<file path="config.mk">
export PLATFORM = sky130hd
export DESIGN_NAME = mc_control_unit
export DESIGN_NICKNAME = d
export VERILOG_FILES = /design/src/rtl/mc_control_unit.sv
export SDC_FILE = /design/constraint.sdc
export NUM_CORES = 1
export LEC_CHECK = 0
export ABC_AREA = 1
export BUFFER_PORTS_ARGS = -buffer_cell sky130_fd_sc_hd__clkbuf_2
export CORE_MARGIN = 2
export CORE_UTILIZATION = 30
export CTS_BUF_LIST = sky130_fd_sc_hd__clkbuf_16
export DETAILED_ROUTE_END_ITERATION = 10
export SLEW_MARGIN = 30
export SYNTH_ARGS = -nofsm -noshare
export SYNTH_HDL_FRONTEND = slang
export SYNTH_SLANG_ARGS = --single-unit
</file>
<file path="constraint.sdc">
create_clock -name clk -period 1.2 [get_ports clk]
set_clock_uncertainty 0.05 [all_clocks]
set_input_delay 0.24 -clock clk [delete_from_list [all_inputs] [get_ports clk]]
set_output_delay 0.24 -clock clk [all_outputs]
set_load 0.03 [all_outputs]
</file>
<file path="src/rtl/mc_control_unit.sv">
// mc_control_unit: multicycle RV32I control FSM.
// Moves each instruction through FETCH, DECODE, EXECUTE, MEMORY and
// WRITEBACK states over a shared ALU and one unified memory port.
// Ports:
//   clk, rst              clock; asynchronous active-high reset
//   op, funct3, funct7_5  opcode fields from the instruction register
//   zero, lt, ltu         ALU flags (equal, signed less, unsigned less)
//   mem_ready             memory finishes its access this cycle
//   PCWrite, IRWrite, RegWrite, MemWrite   write strobes
//   AdrSrc, ALUSrcA, ALUSrcB, ResultSrc, ImmSrc, ALUControl  datapath selects
//   illegal               high while the FSM sits in ILLEGAL
//   state_dbg             current state code (see localparams below)
// Handshake: a memory access is in flight whenever the FSM is in FETCH,
// MEMREAD or MEMWRITE. It completes in the cycle where mem_ready is high.
// The FSM holds its state and selects until then. mem_ready has no effect
// in any other state.
`timescale 1ns/1ps
module mc_control_unit #(
  parameter bit SHIFT_EN   = 1'b1,
  parameter bit BRANCH_EXT = 1'b1
) (
  input  logic       clk,
  input  logic       rst,
  input  logic [6:0] op,
  input  logic [2:0] funct3,
  input  logic       funct7_5,
  input  logic       zero,
  input  logic       lt,
  input  logic       ltu,
  input  logic       mem_ready,
  output logic       PCWrite,
  output logic       IRWrite,
  output logic       RegWrite,
  output logic       MemWrite,
  output logic       AdrSrc,
  output logic [1:0] ALUSrcA,
  output logic [1:0] ALUSrcB,
  output logic [1:0] ResultSrc,
  output logic [2:0] ImmSrc,
  output logic [3:0] ALUControl,
  output logic       illegal,
  output logic [3:0] state_dbg
);

  localparam logic [3:0] S_FETCH    = 4'd0;
  localparam logic [3:0] S_DECODE   = 4'd1;
  localparam logic [3:0] S_MEMADR   = 4'd2;
  localparam logic [3:0] S_MEMREAD  = 4'd3;
  localparam logic [3:0] S_MEMWB    = 4'd4;
  localparam logic [3:0] S_MEMWRITE = 4'd5;
  localparam logic [3:0] S_EXECR    = 4'd6;
  localparam logic [3:0] S_EXECI    = 4'd7;
  localparam logic [3:0] S_ALUWB    = 4'd8;
  localparam logic [3:0] S_BRANCH   = 4'd9;
  localparam logic [3:0] S_JAL      = 4'd10;
  localparam logic [3:0] S_JALR     = 4'd11;
  localparam logic [3:0] S_JALRWB   = 4'd12;
  localparam logic [3:0] S_LUI      = 4'd13;
  localparam logic [3:0] S_ILLEGAL  = 4'd14;

  logic [3:0] state_q, state_d;
  logic       shift_ok;
  logic       br_legal, br_taken;
  logic [3:0] alu_dec;

  assign state_dbg = state_q;

  // Shift encodings fall into ILLEGAL when the shifter is not built.
  assign shift_ok = SHIFT_EN || !((funct3 == 3'b001) || (funct3 == 3'b101));

  // ALU operation for R/I-type execute. Only R-type (op[5]=1) may select
  // sub, because for addi bit 30 is part of the immediate.
  always_comb begin
    alu_dec = 4'b0000;
    case (funct3)
      3'b000: alu_dec = (op[5] && funct7_5) ? 4'b0001 : 4'b0000;
      3'b001: alu_dec = 4'b0111;
      3'b010: alu_dec = 4'b0101;
      3'b011: alu_dec = 4'b0110;
      3'b100: alu_dec = 4'b0100;
      3'b101: alu_dec = funct7_5 ? 4'b1001 : 4'b1000;
      3'b110: alu_dec = 4'b0011;
      3'b111: alu_dec = 4'b0010;
      default: alu_dec = 4'b0000;
    endcase
  end

  // Branch condition from the rs1-rs2 subtraction flags.
  always_comb begin
    br_legal = 1'b1;
    br_taken = 1'b0;
    case (funct3)
      3'b000: br_taken = zero;
      3'b001: br_taken = !zero;
      3'b100: br_taken = lt;
      3'b101: br_taken = !lt;
      3'b110: br_taken = ltu;
      3'b111: br_taken = !ltu;
      default: br_legal = 1'b0;
    endcase
    if (!BRANCH_EXT && funct3[2]) br_legal = 1'b0;
  end

  always_comb begin
    state_d = state_q;
    case (state_q)
      S_FETCH:  if (mem_ready) state_d = S_DECODE;
      S_DECODE: begin
        case (op)
          7'b0000011, 7'b0100011: state_d = S_MEMADR;
          7'b0110011: state_d = shift_ok ? S_EXECR : S_ILLEGAL;
          7'b0010011: state_d = shift_ok ? S_EXECI : S_ILLEGAL;
          7'b1100011: state_d = S_BRANCH;
          7'b1101111: state_d = S_JAL;
          7'b1100111: state_d = (funct3 == 3'b000) ? S_JALR : S_ILLEGAL;
          7'b0110111: state_d = S_LUI;
          default:    state_d = S_ILLEGAL;
        endcase
      end
      S_MEMADR: begin
        if (funct3 == 3'b010) state_d = op[5] ? S_MEMWRITE : S_MEMREAD;
        else                  state_d = S_ILLEGAL;
      end
      S_MEMREAD:  if (mem_ready) state_d = S_MEMWB;
      S_MEMWB:    state_d = S_FETCH;
      S_MEMWRITE: if (mem_ready) state_d = S_FETCH;
      S_EXECR, S_EXECI, S_JAL, S_LUI: state_d = S_ALUWB;
      S_ALUWB:    state_d = S_FETCH;
      S_BRANCH:   state_d = br_legal ? S_FETCH : S_ILLEGAL;
      S_JALR:     state_d = S_JALRWB;
      S_JALRWB:   state_d = S_FETCH;
      S_ILLEGAL:  state_d = S_ILLEGAL;
      default:    state_d = S_ILLEGAL;
    endcase
  end

  always_ff @(posedge clk or posedge rst) begin
    if (rst) state_q <= S_FETCH;
    else     state_q <= state_d;
  end

  // Immediate format depends on the opcode only.
  always_comb begin
    ImmSrc = 3'b000;
    case (op)
      7'b0100011: ImmSrc = 3'b001;
      7'b1100011: ImmSrc = 3'b010;
      7'b1101111: ImmSrc = 3'b011;
      7'b0110111: ImmSrc = 3'b100;
      default:    ImmSrc = 3'b000;
    endcase
  end

  always_comb begin
    PCWrite    = 1'b0;
    IRWrite    = 1'b0;
    RegWrite   = 1'b0;
    MemWrite   = 1'b0;
    AdrSrc     = 1'b0;
    ALUSrcA    = 2'b00;
    ALUSrcB    = 2'b00;
    ResultSrc  = 2'b00;
    ALUControl = 4'b0000;
    illegal    = 1'b0;
    case (state_q)
      S_FETCH: begin
        ALUSrcB   = 2'b10;
        ResultSrc = 2'b10;
        IRWrite   = mem_ready;
        PCWrite   = mem_ready;
      end
      S_DECODE: begin
        ALUSrcA = 2'b01;
        ALUSrcB = 2'b01;
      end
      S_MEMADR: begin
        ALUSrcA = 2'b10;
        ALUSrcB = 2'b01;
      end
      S_MEMREAD: AdrSrc = 1'b1;
      S_MEMWB: begin
        ResultSrc = 2'b01;
        RegWrite  = 1'b1;
      end
      S_MEMWRITE: begin
        AdrSrc   = 1'b1;
        MemWrite = 1'b1;
      end
      S_EXECR: begin
        ALUSrcA    = 2'b10;
        ALUControl = alu_dec;
      end
      S_EXECI: begin
        ALUSrcA    = 2'b10;
        ALUSrcB    = 2'b01;
        ALUControl = alu_dec;
      end
      S_ALUWB: RegWrite = 1'b1;
      S_BRANCH: begin
        ALUSrcA    = 2'b10;
        ALUControl = 4'b0001;
        PCWrite    = br_taken && br_legal;
      end
      // PC takes the target already in ALUOut while the ALU forms OldPC+4.
      S_JAL: begin
        ALUSrcA = 2'b01;
        ALUSrcB = 2'b10;
        PCWrite = 1'b1;
      end
      S_JALR: begin
        ALUSrcA   = 2'b10;
        ALUSrcB   = 2'b01;
        ResultSrc = 2'b10;
        PCWrite   = 1'b1;
      end
      S_JALRWB: begin
        ALUSrcA   = 2'b01;
        ALUSrcB   = 2'b10;
        ResultSrc = 2'b10;
        RegWrite  = 1'b1;
      end
      S_LUI: begin
        ALUSrcA = 2'b11;
        ALUSrcB = 2'b01;
      end
      S_ILLEGAL: illegal = 1'b1;
      default: illegal = 1'b1;
    endcase
    // The state flop resets asynchronously to FETCH, but FETCH strobes
    // follow mem_ready. Mask them so nothing fires while rst is held.
    if (rst) begin
      PCWrite  = 1'b0;
      IRWrite  = 1'b0;
      RegWrite = 1'b0;
      MemWrite = 1'b0;
      illegal  = 1'b0;
    end
  end

endmodule

</file>
Word-level counts from Yosys, hierarchy flattened

Cells that the tools add are included.

Bits in registers: 4
Input port bits: 17
Output and inout bits: 23
Logic and storage cells: 83

Equality and inequality tests: 31
Multiplexer cells: 30
Reductions and logical operators: 21

Operators with widths:

| cell                                                | count |
|---|---|
| case mux 4 bit (9 select lines)                     | 1 |
| case mux 4 bit (8 select lines)                     | 1 |
| case mux 4 bit (7 select lines)                     | 1 |
| equality test 4 bit, second input constant          | 6 |
| equality test 7 x 6 -> 1 bit, second input constant | 3 |
| equality test 7 bit, second input constant          | 3 |
| 2-to-1 mux 4 bit                                    | 5 |
| equality test 4 x 3 -> 1 bit, second input constant | 4 |
| OR reduction 14 bit                                 | 1 |
| 2-to-1 mux 1 bit                                    | 13 |
| equality test 3 bit, second input constant          | 4 |
| case mux 3 bit (4 select lines)                     | 1 |
| OR reduction 3 bit                                  | 4 |
| OR reduction 5 bit                                  | 2 |
| equality test 4 x 2 -> 1 bit, second input constant | 2 |
| case mux 2 bit (2 select lines)                     | 2 |
| case mux 4 bit (2 select lines)                     | 1 |
| OR reduction 2 bit                                  | 4 |
| equality test 7 x 2 -> 1 bit, second input constant | 1 |
| equality test 7 x 5 -> 1 bit, second input constant | 1 |
| equality test 3 x 2 -> 1 bit, second input constant | 2 |
| 2-to-1 mux 3 bit                                    | 2 |
| inequality test 2 bit, second input constant        | 3 |
| case mux 1 bit (6 select lines)                     | 1 |
| other kinds (11)                                    | 14 |

Longest topological paths before layout

Gate-level depths: netlist of the first run.

Word-level depth: 6
Mapped depth: 11
Mapped depth without buffers: 11

Worst setup path after synthesis of the first run

No wires, ideal clock.

Path type: register to output
Start point: register state_q[2] (netlist: state_dbg[2])
End point: output ALUControl[2]
Arrival time: 1,687 ps
Data required time: 910 ps
Slack: -777 ps
Stages on the path, launching flop included: 5
Path buffers: 0
Path through: dfrtp_1 inv_2 nor2_4 nand2_1 nor3_1

Longest elaborated chain between the ends: 3
Elaborated cells on any way between the ends: 5
Classes of those cells: 3 x eq/ne; 1 x mux; 1 x reduce/logical

RTL lines:

| element                             | RTL line | text |
|---|---|---|
| start, declared                     | 61       | `logic [3:0] state_q, state_d;` |
| start signal, assigned              | 139      | `else state_q <= state_d;` |
| equality test 4 x 3 -> 1 bit        | 165      | `case (state_q)` |
| OR reduction 2 bit (no source line) | --       |  |
| case mux 4 bit (2 select lines) (*) | 165      |  |
| end, declared                       | 40       | `output logic [3:0] ALUControl,` |

Every way passes the cells marked *; elsewhere a longest branch is shown, timed or not.

Worst setup path in the final report of the first run

Start point: register state_q[3] (netlist: state_dbg[3])
End point: output ResultSrc[1]

Longest elaborated chain between the ends: 3
Elaborated cells on any way between the ends: 6
Classes of those cells: 3 x eq/ne; 1 x mux; 2 x reduce/logical

RTL lines:

| element                                                         | RTL line | text |
|---|---|---|
| equality test 4 bit / logical NOT 4 bit (equally long branches) | 165      |  |
| OR reduction 3 bit (no source line)                             | --       |  |
| case mux 2 bit (2 select lines) (*)                             | 165      |  |
| end, declared                                                   | 38       | `output logic [1:0] ResultSrc,` |

Marked as above.

==> results of run 1 <==
==> synthesized netlist by cell type, drive strengths merged <==
cell type,count
nand3,15
nand4,2
buf,3
o211ai,1
inv,19
o21ai,8
a31oi,2
nor2,34
a21oi,7
dfrtp,4
clkinv,1
xnor2,1
nand2,48
nor3,8
==> layout make-up <==
cell class | instances | share of cell area [%]
flip-flops and latches | 4 | 4.60
clock buffers | 3 | 3.29
inverters | 20 | 3.73
multi-input cells | 126 | 42.2
well taps | 30 | 1.64
repair buffers | 111 | 44.5
==> cells by family (layout without fill, tap and decap cells) <==
group / Yosys count / count (layout) / synth area share [%]
compound gates: 18 / 18 / 11.7
buf+inv: 23 / 134 / 11.4
flops: 4 / 4 / 12.3
simple gates: 107 / 107 / 63.5
xor+xnor: 1 / 1 / 1.08
==> cell usage in the layout, fill, tap and decap left out, types with 9 or more instances in the layout <==
cell / netlist / layout
buf_4: 1 / 60
nand2_1: 41 / 26
buf_6: 0 / 19
nand2_2: 5 / 14
nor2_4: 3 / 14
buf_8: 0 / 13
nor2_1: 28 / 12
clkbuf_2: 0 / 12
inv_2: 5 / 10
nand3_1: 14 / 9
==> worst max path at each step <==
stage | startpoint | end | slack [ns] | cells past startpoint
global route | state_dbg[2] | state_dbg[2] | -0.75 | 11
global placement | funct3[0] | PCWrite | -0.45 | 10
detailed placement | funct3[0] | PCWrite | -0.57 | 9
finish | state_dbg[3] | ResultSrc[1] | -0.71 | 7
floorplan | state_dbg[3] | PCWrite | -0.46 | 8
CTS | state_dbg[2] | PCWrite | -0.58 | 7
==> critical path, delay by kind of cell, from the launching register on <==
family | cells | cell delay, ns
DFF | 1 | 0.48
and+or+nand+nor | 4 | 0.46
buffers and inverters | 3 | 0.44
==> metrics by stage <==
| step | setup slack [ns] | std cells | util [%] | hold slack, ns |
|---|---|---|---|---|
| finish | -0.712 | 294 | 90.5 | 0.0717 |
| floorplan | -0.465 | 153 | - | -0.0439 |
| global placement | -0.449 | 272 | 64.3 | 0.266 |
| global route | -0.752 | 294 | 90.5 | 0.0965 |
| detailed placement | -0.566 | 272 | 64.3 | 0.273 |
| CTS | -0.585 | 288 | 81.5 | 0.0415 |
==> power breakdown <==
group | leakage, nW | internal, W | switching [W]
Sequential | 0.0376 | 0.000136 | 0
Clock | 0.0370 | 0.000429 | 0.000124
Combinational | 1.05 | 0.000116 | 0.000139
Total | 1.13 | 0.000680 | 0.000263
==> repair_timing <==
item / 4_1_cts / 5_1_grt
pin swaps: 16 / 15
buffers inserted: 13 / 7
endpoints found under the setup margin: 27 / 27
gates resized for setup: 67 / 73
==> metal layers <==
metal	part of all wire, %	vias to the layer above	routed length (um)
met1	35	820	2100
li1	-	716	-
met5	0	-	0
met3	9.7	41	585
met2	49	142	2950
met4	6.3	0	378
==> impl_metrics.toml, run 1 <==
[status]
status = "finished, violations left"
violations = "negative setup slack"

[sta]
hold_violations = 0
clock.fmax_ghz = 0.523
relSlewSlack_pct = 82.3
worstMarginPinSlew_ns = 0.263
rsz0062_at_grt = "yes"
period_minus_slack_ns = 1.91
setup_tns_ns = -12.18
post-route-period-util_pct = 159
setup_viol_count_final = 26
report.final.slew_viol_count = 0
setup_slack_ns = -0.712

[yosys]
synth_fp_nets = 170
synth-seq-area-share_pct = 12.3
synthTopCellsByArea = "nand2_1 19%, nor2_1 13%, dfrtp_1 12%, nand3_1 8.6%, inv_1 6.5%"
synth_cells = 153
synth_top_area_share_pct = 19.0
yosysWarnings = 0
syn_avg_cell_area_um2 = 5.31
synth_cell_types = 22
synth_top_cell_by_area = "nand2_1"
synth.cell_area_um2 = 812
ys_ff_latch = 4

[die]
io-pin-count = 40
die_x_um = 56.0
die_h_um = 56.0
die-area_um2 = 3140
core-area_um2 = 2520
fp-row-count = 18
start_util_pct = 32.2

[global_route]
use_met1_pct = 27.7
grt_util_all_layers_pct = 25.2
overflow = 0
use_met2_pct = 49.1
groute.layer.met3.usage_pct = 2.79
busiest_layer = "met2"
antenna_found_initial = 0
grt_max_degree = 9
grt_first_pass_wirelength_mm = 6.34
first_global_vias = 1437

[clock_network]
hold_buffers = 0
clkLatencyLatePin_ns = 0.23
cts_sinks = 4
cts_made_buffers = 3
cts_tree = "built"
ctsLongestPathBuffers = 2
cts.clk_slew.worst_paths_ns = 0.03
ctsRootBufferMaster = "clkbuf_16"
h-tree-depth = 1

[critical_path]
r2r_slack_ns = -0.66
cp_common_cell = "buf_6"
worstPathCellList = "buf_4, buf_6, nand2_4, nor2_2, nor2_1, nand2_2, buf_6"
crit_fanout = 6
critPathArrivalTime_ns = 1.62
path_class = "reg2out"
rr_endpoint = "state_dbg[2]"
startpoint_type = "flip-flop"
rr_worst_depth = 11
worst_path_max_delay_cell = "dfrtp_2"
cp.required_ns = 0.91
crit_path_end_kind = "primary output"
r2r_start = "state_dbg[2]"
slowest_delay_ns = 0.48

[placed_design]
dp_hpwl_mm = 2.68
detailed_place.area_um2 = 1620
portBuffers = 39
gp_congestion = 0.887

[power]
leakage_nw = 1.13
power_density_nw_per_um2 = 413
power_w = 0.000943
vdd_drop_max_mv = 1.17

[routing]
ant_nets = 0
viasPerCell = 5.85
drc_errors = 0
vias = 1719
drtIter0Drc = 86
wl_per_cell_um = 20.5
first_pass_iters = 4
wl_mm = 6.02

[cells_and_area]
final_area_um2 = 2280
nFillCells = 109
seq_area_um2 = 105
antenna_cells = 0
largest_register_ff_count = 4
nNetsFinal = 283
multi_input_area_um2 = 965
area_growth_pct = 181
drive_gt1_share_pct = 74.2

[run]
cap_viol_max_count = 0

[hold_path]
min_path_type = "in2async"
No activity file was read; power rests on OpenSTA's default activity.
==> run 2, diff against run 1 <==
- ABC_AREA: 1 -> default
==> impl_metrics.toml, run 2 <==
[yosys]
ys.flop_type = "dfrtp_1"
yosysWarnings = 0
synth_top_area_share_pct = 11.4
synth-seq-area-share_pct = 11.4
syn_avg_cell_area_um2 = 6.29
synth.cell_area_um2 = 875
async_flop_share_pct = 100
synth_cells = 139
synth-edff-count = 0
ys_ff_latch = 4
synth_top_cell_by_area = "dfrtp_1"
synthTopCellsByCount = "16 x nand2_1, 16 x nor2_1, 10 x a21oi_1"
synth_fp_nets = 156
synth_cell_types = 44
synthTopCellsByArea = "dfrtp_1 11%, nand2_1 6.9%, nor2_1 6.9%, a21oi_1 5.7%, o21ai_0 4.0%"

[routing]
first_pass_iters = 4
vias = 1660
drc_errors = 0
ant_nets = 0
drtIter0Drc = 69
viasPerCell = 6.10
wl_mm = 5.64
wl_per_cell_um = 20.7

[power]
power_density_nw_per_um2 = 2460
leakage_nw = 1.10
vdd_drop_max_mv = 2.78

[hold_path]
hold_start = "op[6]"
hold_depth = 5
min_path_type = "in2reg"
min_to = "state_dbg[3]"

[die]
die_h_um = 58.0
io-pin-count = 40
core-area_um2 = 2760
fp-row-count = 19
die_x_um = 58.0
start_util_pct = 31.7
die-area_um2 = 3360

[sta]
rsz0062_at_grt = "yes"
clock.fmax_ghz = 0.533
setup_viol_count_final = 26
worstMarginPinSlew_ns = 0.550
relSlewSlack_pct = 62.4
setup_slack_ns = -0.677
post-route-period-util_pct = 156
fin_hold_ws_ns = 0.412
hold_violations = 0
report.final.slew_viol_count = 0
period_minus_slack_ns = 1.88

[clock_network]
cts.clk_slew.worst_paths_ns = 0.03
h-tree-depth = 1
clkLatencyLatePin_ns = 0.23
ctsRootBufferMaster = "clkbuf_16"
ctsLongestPathBuffers = 2
cts_sinks = 4
cts_made_buffers = 3
cts_tree = "built"

[placed_design]
dp_hpwl_mm = 2.56
dp_cells = 248
portBuffers = 39
gp_congestion = 0.868

[global_route]
first_global_vias = 1547
groute.layer.met3.usage_pct = 3.13
grt_max_degree = 9
use_met2_pct = 53.6
antenna_found_initial = 0
grt_util_all_layers_pct = 26.5
grt_first_pass_wirelength_mm = 6.98
busiest_layer = "met2"
overflow = 0
use_met1_pct = 27.5

[cells_and_area]
area_growth_pct = 182
final_cell_mix = "49 x buf_4, 24 x buf_6, 13 x clkbuf_2"
nFillCells = 116
drive_gt1_share_pct = 74.7
antenna_cells = 0
largest_register_ff_count = 4
layout_commonest_cell = "buf_4"
nNetsFinal = 260
final_cells = 272
fin_util_pct = 89.3

[status]
violations = "negative setup slack"
status = "finished, violations left"

[critical_path]
r2r_start = "state_dbg[1]"
crit_fanout = 7
critPathArrivalTime_ns = 1.59
path_class = "reg2out"
cp.required_ns = 0.91
startpoint_type = "flip-flop"
r2r_slack_ns = -0.60
rr_worst_depth = 6
rr_endpoint = "state_dbg[1]"
crit_path_end_kind = "primary output"

[run]
cap_viol_max_count = 0
run 2: logic make-up after synthesis:
family	Yosys count	share of synthesized area, %
mux	4	4.72
flops	4	11.4
buf+inv	19	8.58
compound gates	37	27.6
xor+xnor	6	6.01
simple gates	69	41.6
run 2: worst max path at each step:
stage                       startpoint         end  slack [ns]  cells after the start
after floorplan           state_dbg[3]  ALUSrcB[1]       -0.42                      5
after global placement       funct3[0]     PCWrite       -0.50                      7
after detailed placement     funct3[1]     PCWrite       -0.53                      7
after CTS                 state_dbg[1]     PCWrite       -0.57                      5
after global routing      state_dbg[3]  ALUSrcB[0]       -0.70                      7
final                     state_dbg[3]  ALUSrcB[0]       -0.68                      7
run 2: routing by layer:
metal,share of wire (%),vias to the layer above
met5,0,-
met4,4.3,0
met3,7.5,31
met2,55,120
met1,34,807
li1,-,702
run 2: report_power, final:
group          internal (W)  switching, W
combinational       0.00263       0.00251
clock              0.000426     0.0000990
sequential         0.000209      0.000192
run 2: repair_timing:
item	4_1_cts	5_1_grt
endpoints found under the hold margin	4	0
setup buffers	14	5
pin swaps	11	18
gates resized for setup	76	51
endpoints found under the setup margin	26	27
hold buffers	1	0
cloned	2	0
run 2: metrics by stage:
step	setup slack (ns)	cell area (um^2)	total power, W	TNS, ns
floorplan	-0.416	1220	0.00255	-6.91
CTS	-0.574	2250	0.00511	-10.04
global placement	-0.499	1700	0.00338	-7.52
global route	-0.697	2460	0.00627	-11.93
detailed placement	-0.529	1700	0.00343	-7.76
finish	-0.677	2460	0.00607	-11.05
run 2: final cells by class:
class	count	area, um^2	area share [%]
clock buffers	3	75.1	3.05
repair buffers	113	1100	44.6
well taps	31	38.8	1.57
inverters	5	21.3	0.863
flip-flops and latches	4	105	4.27
multi-input cells	116	1120	45.6
run 2: critical path: stages (launching register included):
cell and delay, ns:
dfrtp_2 0.47, buf_6 0.16, nand2b_4 0.07, nand2_2 0.08, xnor2_2 0.19, nand2_2 0.12
o31ai_4 0.08, clkbuf_8 0.20
==> run 3, diff against run 2 <==
- CTS_BUF_LIST: sky130_fd_sc_hd__clkbuf_16 -> sky130_fd_sc_hd__clkbuf_2 sky130_fd_sc_hd__clkbuf_4 sky130_fd_sc_hd__clkbuf_8
==> impl_metrics.toml, run 3 (synthesis results as in run 2) <==
[power]
leakage_nw = 1.07
vdd_drop_max_mv = 2.18
power_switching_w = 0.00258
power_frac_comb_pct = 90.2
power_density_nw_per_um2 = 2310
p_int_w = 0.00289
pwr-share-clk_pct = 2.9
p_sw_share_pct = 47.1
power_frac_seq_pct = 6.9
power_w = 0.00546

[sta]
post-route-period-util_pct = 157
setup_viol_count_final = 27
clock.fmax_ghz = 0.532
hold_violations = 0
setup_slack_ns = -0.679
worstMarginPinSlew_ns = 0.427
relSlewSlack_pct = 70.8
report.final.slew_viol_count = 0
rsz0062_at_grt = "yes"
fin_hold_ws_ns = 0.0559
period_minus_slack_ns = 1.88

[routing]
drtIter0Drc = 75
ant_nets = 0
wl_per_cell_um = 17.5
first_pass_iters = 4
drc_errors = 0
wl_mm = 4.78
viasPerCell = 5.53
vias = 1509

[placed_design]
portBuffers = 39
gp_congestion = 0.868
post-place-ws_ns = -0.529
detailed_place.area_um2 = 1700
dp_hpwl_mm = 2.56
dp_cells = 248

[clock_network]
ctsRootBufferMaster = "clkbuf_4"
ctsLongestPathBuffers = 2
cts_sinks = 4
clkLatencyLatePin_ns = 0.23
h-tree-depth = 1
cts_tree = "built"
hold_buffers = 0
cts_made_buffers = 3
cts.clk_slew.worst_paths_ns = 0.03

[global_route]
grt_util_all_layers_pct = 25.5
use_met2_pct = 50.8
overflow = 0
groute.layer.met3.usage_pct = 2.01
use_met1_pct = 27.2
grt_max_degree = 9
first_global_vias = 1528
grt_first_pass_wirelength_mm = 6.69
antenna_found_initial = 0
busiest_layer = "met2"

[die]
core-area_um2 = 2760
fp-row-count = 19
die_x_um = 58.0
io-pin-count = 40
die_h_um = 58.0
start_util_pct = 31.7
die-area_um2 = 3360

[critical_path]
crit_path_end_kind = "flip-flop"
startpoint_type = "flip-flop"
rr_worst_depth = 6
crit_fanout = 6
r2r_start = "state_dbg[1]"
cp.required_ns = 1.30
critPathArrivalTime_ns = 1.98
path_class = "reg2reg"
crit_start = "state_dbg[1]"

[status]
violations = "negative setup slack"
status = "finished, violations left"

[hold_path]
min_path_type = "in2async"

[cells_and_area]
final_area_um2 = 2370
largest_register_ff_count = 4
final_cells = 273
layout_commonest_cell = "buf_4"
final_cell_mix = "50 x buf_4, 26 x buf_6, 12 x clkbuf_2, 12 x buf_8"
area_growth_pct = 171
drive_gt1_share_pct = 72.3
antenna_cells = 0
nNetsFinal = 261

[run]
cap_viol_max_count = 0
-- run 3: per-layer routing --
metal / up-vias / part of all wire (%)
met4: 0 / 3.6
met5: - / 0
met2: 74 / 54
met3: 19 / 5.1
met1: 713 / 37
li1: 703 / -
-- run 3: metrics by stage --
| step | TNS (ns) | util (%) |
|---|---|---|
| 6_report | -11.05 | 85.8 |
| 3_3_place_gp | -7.52 | 61.5 |
| 2_1_floorplan | -6.91 | - |
| 5_1_grt | -12.20 | 85.8 |
| 3_5_place_dp | -7.76 | 61.5 |
| 4_1_cts | -10.38 | 80.3 |
-- run 3: critical path, cell delays in order, from the launching register on --
cell,delay (ns)
dfrtp_2,0.46
buf_4,0.17
or4b_1,0.55
nand2_2,0.13
a221o_1,0.20
nand2_1,0.08
a21oi_2,0.15
-- run 3: area by class of cell --
cell class | instances | area, um^2
Timing Repair Buffer | 114 | 1100
Clock buffer | 3 | 22.5
Tap cell | 31 | 38.8
Multi-Input combinational cell | 116 | 1080
Sequential cell | 4 | 105
Inverter | 5 | 21.3
Fill cell | 138 | 392
-- run 3: power groups by stage --
stage	Sequential [W]	Clock [W]	Combinational (W)
after floorplan	0.000387	0	0.00217
after global routing	0.000383	0.000174	0.00517
after global placement	0.000372	0	0.00301
after detailed placement	0.000371	0	0.00306
after CTS	0.000377	0.000168	0.00425
final	0.000375	0.000160	0.00493
-- run 3: path summary, 6_finish.rpt --
kind | slack, ns | to
min reg2reg | 0.67 | state_dbg[1]
min in group clk | 0.40 | state_dbg[3]
min | 0.06 | state_dbg[2]
max | -0.68 | state_dbg[1]
max reg2reg | -0.68 | state_dbg[1]
max in group asynchronous | 0.93 | state_dbg[3]
-- run 3: repair_timing --
| action | 4_1_cts | 5_1_grt |
|---|---|---|
| resized for setup | 80 | 36 |
| endpoints found under the hold margin | 0 | 0 |
| endpoints found under the setup margin | 26 | 27 |
| setup buffers | 15 | 8 |
| pin swaps | 9 | 14 |
| gates cloned | 2 | 0 |
